`src/rtl/sa_share_division.sv`:
```
// ---------------------------------------------------------------------------
// sa_share_division
//
// Iterative signed divider serving one SA core. A request is accepted only
// while idle; the operands are converted to magnitudes and divided with a
// restoring algorithm that produces one quotient bit per clock. The sign is
// applied afterwards, and the result is saturated to the quotient width.
// The quotient truncates toward zero.
//
// Ports:
//   CLK             in   rising-edge clock
//   RST             in   synchronous active-high reset
//   dividend        in   signed numerator, sampled on an accepted start
//   dividor         in   signed denominator, sampled on an accepted start
//   division_start  in   request (level or pulse), accepted only when idle
//   signed_division out  signed saturated quotient, held until next result
//   division_done   out  one-cycle pulse marking a new result
//   div_busy        out  high from acceptance until division_done
//   div_zero        out  divisor was zero for the held result
// ---------------------------------------------------------------------------
module sa_share_division #(
    parameter int DIVIDEND_WIDTH = 12,
    parameter int DIVIDOR_WIDTH  = 12,
    parameter int QUOTIENT_WIDTH = 9
) (
    input  logic                      CLK,
    input  logic                      RST,
    input  logic [DIVIDEND_WIDTH-1:0] dividend,
    input  logic [DIVIDOR_WIDTH-1:0]  dividor,
    input  logic                      division_start,
    output logic [QUOTIENT_WIDTH-1:0] signed_division,
    output logic                      division_done,
    output logic                      div_busy,
    output logic                      div_zero
);

    localparam int CW = (DIVIDEND_WIDTH > 1) ? $clog2(DIVIDEND_WIDTH) : 1;
    localparam int EW = ((DIVIDEND_WIDTH > QUOTIENT_WIDTH) ? DIVIDEND_WIDTH : QUOTIENT_WIDTH) + 1;

    localparam logic [EW-1:0] POS_LIMIT = EW'((1 << (QUOTIENT_WIDTH - 1)) - 1);
    localparam logic [EW-1:0] NEG_LIMIT = EW'(1 << (QUOTIENT_WIDTH - 1));
    localparam logic [QUOTIENT_WIDTH-1:0] Q_MAX = {1'b0, {(QUOTIENT_WIDTH-1){1'b1}}};
    localparam logic [QUOTIENT_WIDTH-1:0] Q_MIN = {1'b1, {(QUOTIENT_WIDTH-1){1'b0}}};

    typedef enum logic [1:0] {
        IDLE,
        CALC,
        FIX,
        DONE
    } state_t;

    state_t state_q;
    state_t state_d;

    logic [CW-1:0]             bit_cnt;
    // Holds the numerator magnitude; quotient bits shift in from the bottom
    // as numerator bits shift out of the top, so it ends up as the quotient.
    logic [DIVIDEND_WIDTH-1:0] num_q;
    logic [DIVIDOR_WIDTH-1:0]  den_q;
    logic [DIVIDOR_WIDTH:0]    rem_q;
    logic                      sign_q;
    logic                      sign_n;
    logic                      zero_q;

    logic [DIVIDEND_WIDTH-1:0] dividend_mag;
    logic [DIVIDOR_WIDTH-1:0]  dividor_mag;
    logic [DIVIDOR_WIDTH+1:0]  trial;
    logic [DIVIDOR_WIDTH+1:0]  den_ext;
    logic                      trial_ge;
    logic [EW-1:0]             q_ext;
    logic [QUOTIENT_WIDTH-1:0] fixed_q;

    // Operand magnitudes. The most negative value negates onto itself, which
    // read as unsigned is exactly its magnitude, so no extra bit is needed.
    always_comb begin
        dividend_mag = dividend[DIVIDEND_WIDTH-1] ? -dividend : dividend;
        dividor_mag  = dividor[DIVIDOR_WIDTH-1]   ? -dividor  : dividor;
    end

    // One restoring step: bring down the next numerator bit and test whether
    // the divisor fits into the partial remainder.
    always_comb begin
        trial    = {rem_q, num_q[DIVIDEND_WIDTH-1]};
        den_ext  = {2'b00, den_q};
        trial_ge = (trial >= den_ext);
    end

    // Sign application and saturation of the unsigned quotient. A zero
    // divisor saturates in the direction of the numerator's sign.
    always_comb begin
        q_ext = EW'(num_q);
        if (zero_q) begin
            fixed_q = sign_n ? Q_MIN : Q_MAX;
        end else if (sign_q) begin
            fixed_q = (q_ext > NEG_LIMIT) ? Q_MIN : QUOTIENT_WIDTH'(-q_ext);
        end else begin
            fixed_q = (q_ext > POS_LIMIT) ? Q_MAX : QUOTIENT_WIDTH'(q_ext);
        end
    end

    // State register.
    always_ff @(posedge CLK) begin
        if (RST) begin
            state_q <= IDLE;
        end else begin
            state_q <= state_d;
        end
    end

    // Next state and the status outputs, which depend only on the state.
    always_comb begin
        state_d       = state_q;
        div_busy      = 1'b0;
        division_done = 1'b0;
        case (state_q)
            IDLE: begin
                if (division_start) begin
                    state_d = CALC;
                end
            end
            CALC: begin
                div_busy = 1'b1;
                if (bit_cnt == CW'(DIVIDEND_WIDTH - 1)) begin
                    state_d = FIX;
                end
            end
            FIX: begin
                div_busy = 1'b1;
                state_d  = DONE;
            end
            DONE: begin
                division_done = 1'b1;
                state_d       = IDLE;
            end
            default: begin
                state_d = IDLE;
            end
        endcase
    end

    // Datapath registers: operand capture, iteration and result update.
    always_ff @(posedge CLK) begin
        if (RST) begin
            bit_cnt         <= '0;
            num_q           <= '0;
            den_q           <= '0;
            rem_q           <= '0;
            sign_q          <= 1'b0;
            sign_n          <= 1'b0;
            zero_q          <= 1'b0;
            signed_division <= '0;
            div_zero        <= 1'b0;
        end else begin
            case (state_q)
                IDLE: begin
                    if (division_start) begin
                        bit_cnt <= '0;
                        num_q   <= dividend_mag;
                        den_q   <= dividor_mag;
                        rem_q   <= '0;
                        sign_q  <= dividend[DIVIDEND_WIDTH-1] ^ dividor[DIVIDOR_WIDTH-1];
                        sign_n  <= dividend[DIVIDEND_WIDTH-1];
                        zero_q  <= (dividor == '0);
                    end
                end
                CALC: begin
                    bit_cnt <= bit_cnt + 1'b1;
                    num_q   <= {num_q[DIVIDEND_WIDTH-2:0], trial_ge};
                    // The restored remainder is always below the divisor, so
                    // dropping the top trial bit loses nothing.
                    if (trial_ge) begin
                        rem_q <= (DIVIDOR_WIDTH+1)'(trial - den_ext);
                    end else begin
                        rem_q <= (DIVIDOR_WIDTH+1)'(trial);
                    end
                end
                FIX: begin
                    signed_division <= fixed_q;
                    div_zero        <= zero_q;
                end
                default: begin
                end
            endcase
        end
    end

endmodule

```
`config.mk`:
```
export PLATFORM = sky130hd
export DESIGN_NAME = sa_share_division
export DESIGN_NICKNAME = d
export VERILOG_FILES = /design/src/rtl/sa_share_division.sv
export SDC_FILE = /design/constraint.sdc
export NUM_CORES = 1
export LEC_CHECK = 0
export ABC_AREA = 1
export CAP_MARGIN = 30
export CORE_ASPECT_RATIO = 2
export CORE_MARGIN = 2
export CORE_UTILIZATION = 55
export DETAILED_ROUTE_END_ITERATION = 8
export GPL_TIMING_DRIVEN = 0
export PLACE_DENSITY = 0.77
export SLEW_MARGIN = 30
export SYNTH_ARGS = -nofsm -noshare
export SYNTH_HDL_FRONTEND = slang
export SYNTH_SLANG_ARGS = --single-unit
```
`constraint.sdc`:
```
create_clock -name CLK -period 2.05 [get_ports CLK]
set_input_delay 0.41 -clock CLK [delete_from_list [all_inputs] [get_ports CLK]]
set_output_delay 0.41 -clock CLK [all_outputs]
set_load 0.03 [all_outputs]
```
==> impl_metrics.json <==
{
  "ys_async_sr_fraction_pct": 0,
  "startpoint_type": "flop",
  "drt_first_pass_iters": 5,
  "ys_seq_area_share_pct": 28.0,
  "io_buffer_count": 37,
  "layout-drive-gt1-share_pct": 10.2,
  "drtIter0Drc": 333,
  "post_synth_num_cell_types": 43,
  "rows": 44,
  "r2r-start": "num_q[11]$_SDFFE_PP0P_",
  "worstPathRequired_ps": 2270,
  "final.setup.tns_ps": 0,
  "hold_buffers": 0,
  "synth-edff-count": 0,
  "critPathBufInv": 3,
  "wl_per_cell_um": 13.0,
  "tritoncts": "yes",
  "path_cells": "inv_4, ha_4, inv_2, fa_2, nand2_2, nand2_2, nand3_2, nand2_2, nand2_2, nand3_4, buf_4, nand3_1, nand3_1, a21oi_1",
  "io_pins": 39,
  "grt_start_max_net_pins": 20,
  "endpoint_kind": "flop",
  "overflow": 0,
  "layout_commonest_cell": "nand2_1",
  "fin_skew_ps": 8.34,
  "worstHoldPathType": "reg2reg",
  "cts.clk_slew.worst_paths_ps": 80,
  "hold_viol_final": 0,
  "p_per_area_nw_per_um2": 1770,
  "status": "complete, no violations",
  "placedCellCount": 744,
  "hpwlAfterDp_um": 7670,
  "drv_slew": 0,
  "dieArea_um2": 8030,
  "r2r_slack_ps": 80,
  "cts_root_buf": "clkbuf_16",
  "core_area_um2": 7160,
  "period_share_pct": 96.0,
  "layout_common_cells": "nand2_1 (133), inv_1 (86), a21oi_1 (73), dfxtp_1 (55), o21ai_0 (48)",
  "area_delta_synth_final_pct": 19.1,
  "whs_ps": 466,
  "clock-sinks": 56,
  "ys_ff_latch": 56,
  "fin_nets": 713,
  "place_area_um2": 4500,
  "dr_total_vias": 4008,
  "worstRegToRegCells": 14,
  "fin_cells": 758,
  "crit_type": "reg2reg",
  "drt_drc_violations_left": 0,
  "crit_arrival_ps": 2190,
  "setup_viol": 0,
  "critPathTopFamily": "simple AND/OR/NAND/NOR gates",
  "grt_use_total_pct": 25.3,
  "tightest_slew_ps": 576,
  "relSlewSlack_pct": 61.6,
  "max-vdd-ir-drop_mv": 1.08,
  "critPathSlowestCell": "dfxtp_4",
  "hold_depth": 2,
  "initial_core_util_pct": 56.0,
  "viasPerCell": 5.29,
  "worstReg2RegEnd": "rem_q[9]$_SDFFE_PP0P_",
  "clockBufferDepth": 2,
  "design_area_um2": 4780,
  "max_stage_delay_ps": 360,
  "synth_area_um2": 4010,
  "hold_path_end": "signed_division[8]$_SDFFE_PP0P_",
  "hold_start": "signed_division[8]$_SDFFE_PP0P_",
  "syn_avg_cell_area_um2": 6.52,
  "gp_congestion": 0.949,
  "first_global_vias": 3623,
  "synth_top_flop_cell": "dfxtp_1",
  "synth_cells": 615,
  "final_util_pct": 66.7,
  "die_w_um": 64.4,
  "grt_pass1_wl_um": 16700,
  "insertion_delay_ps": 300,
  "ys_warn_count": 0,
  "syn-num-nets": 663,
  "max_cap_violations": 0,
  "power.leakage_uw": 0.00218,
  "antenna_left": 0,
  "antenna_cells": 0,
  "period_minus_slack_ps": 1970,
  "n_fill_cell": 670,
  "cts_made_buffers": 5,
  "die_h_um": 125,
  "cpMostUsedCell": "nand2_2",
  "wl_um": 9860,
  "grt_antenna_before_repair": 0,
  "max_freq_mhz": 508,
  "ctsHtreeMaxLevel": 2,
  "critPathMaxFanout": 5
}
==> state kept, by name, indices dropped and copies added (netlist names) <==
signal,count
bit_cnt,4
den_q,12
div_zero,1
num_q,12
rem_q,13
sign_n,1
sign_q,1
signed_division,9
state_q,2
zero_q,1
==> how the worst max path moves through the flow <==
stage,from,end,slack (ps),cells past startpoint
global placement,num_q[11]$_SDFFE_PP0P_,rem_q[2]$_SDFFE_PP0P_,-130,14
floorplan,num_q[11]$_SDFFE_PP0P_,rem_q[11]$_SDFFE_PP0P_,190,14
finish,num_q[11]$_SDFFE_PP0P_,rem_q[9]$_SDFFE_PP0P_,80,14
CTS,num_q[11]$_SDFFE_PP0P_,rem_q[4]$_SDFFE_PP0P_,-20,14
global route,num_q[11]$_SDFFE_PP0P_,rem_q[6]$_SDFFE_PP0P_,-10,14
detailed placement,num_q[11]$_SDFFE_PP0P_,rem_q[4]$_SDFFE_PP0P_,-200,14
==> repair_timing <==
action | CTS | global route
buffers inserted | 2 | 3
pin swaps | 2 | 6
endpoints found under the setup margin | 15 | 14
cloned | 1 | 0
endpoints found under the hold margin | 0 | 0
resized for setup | 9 | 15
==> cells by family (layout without fill, tap and decap cells) <==
kind of cell	Yosys count	count (layout)	synth area share, %
xor+xnor	19	19	4.15
fa+ha+maj	21	21	6.74
flops	56	56	28.0
simple gates	261	261	29.8
compound gates	144	144	19.5
buf+inv	114	165	11.9
==> final cells by class <==
cell class,count,area [µm²],area share (%)
well taps,92,115,2.41
multi-input cells,445,2490,52.1
inverters,92,348,7.28
clock buffers,5,125,2.62
flip-flops and latches,56,1120,23.6
plain buffers,22,131,2.75
repair buffers,43,418,8.75
clock inverters,3,26.3,0.550
==> Yosys cell counts (3+ instances only) <==
cell type / instances / share of area, %
nand2_1: 136 / 13
inv_1: 88 / 8.2
a21oi_1: 75 / 9.4
dfxtp_1: 56 / 28
o21ai_0: 48 / 6.0
nand3_1: 38 / 4.7
nor2_1: 35 / 3.3
ha_1: 20 / 6.2
xor2_1: 14 / 3.1
nand3b_1: 11 / 2.1
nand4_1: 11 / 1.7
nand2_2: 9 / 1.4
clkbuf_1: 7 / 0.66
nor3_1: 6 / 0.75
o211ai_1: 6 / 1.1
buf_2: 5 / 0.62
buf_6: 5 / 1.4
xnor2_1: 5 / 1.1
inv_2: 4 / 0.37
o21ai_1: 4 / 0.50
buf_1: 3 / 0.28
nand3_2: 3 / 0.75
==> worst min-delay path: stages (launching register included) <==
cell     delay (ps)
dfxtp_1         310
nand2_1          60
a21oi_1          50
==> layer usage <==
| layer | vias to the layer above | part of all wire [%] | track usage (%) |
|---|---|---|---|
| met5 | - | 0 | 0 |
| met1 | 1791 | 46 | 34.5 |
| met3 | 10 | 3.9 | 3.25 |
| met4 | 0 | 1.5 | 6.26 |
| li1 | 2118 | - | - |
| met2 | 89 | 49 | 42.0 |
==> where the power goes <==
| group | switching [µW] | internal [µW] | leakage, µW |
|---|---|---|---|
| Clock | 421 | 462 | 0.0000680 |
| Combinational | 3540 | 2330 | 0.00165 |
| Sequential | 248 | 1430 | 0.000459 |
==> stage by stage <==
step	setup WS [ps]	total power (µW)
2_1_floorplan	194	5850
3_3_place_gp	-128	6970
3_5_place_dp	-201	7050
4_1_cts	-15.5	8140
5_1_grt	-12.8	9240
6_report	82.8	8440
Note: power is estimated with default switching activity, not from simulation.
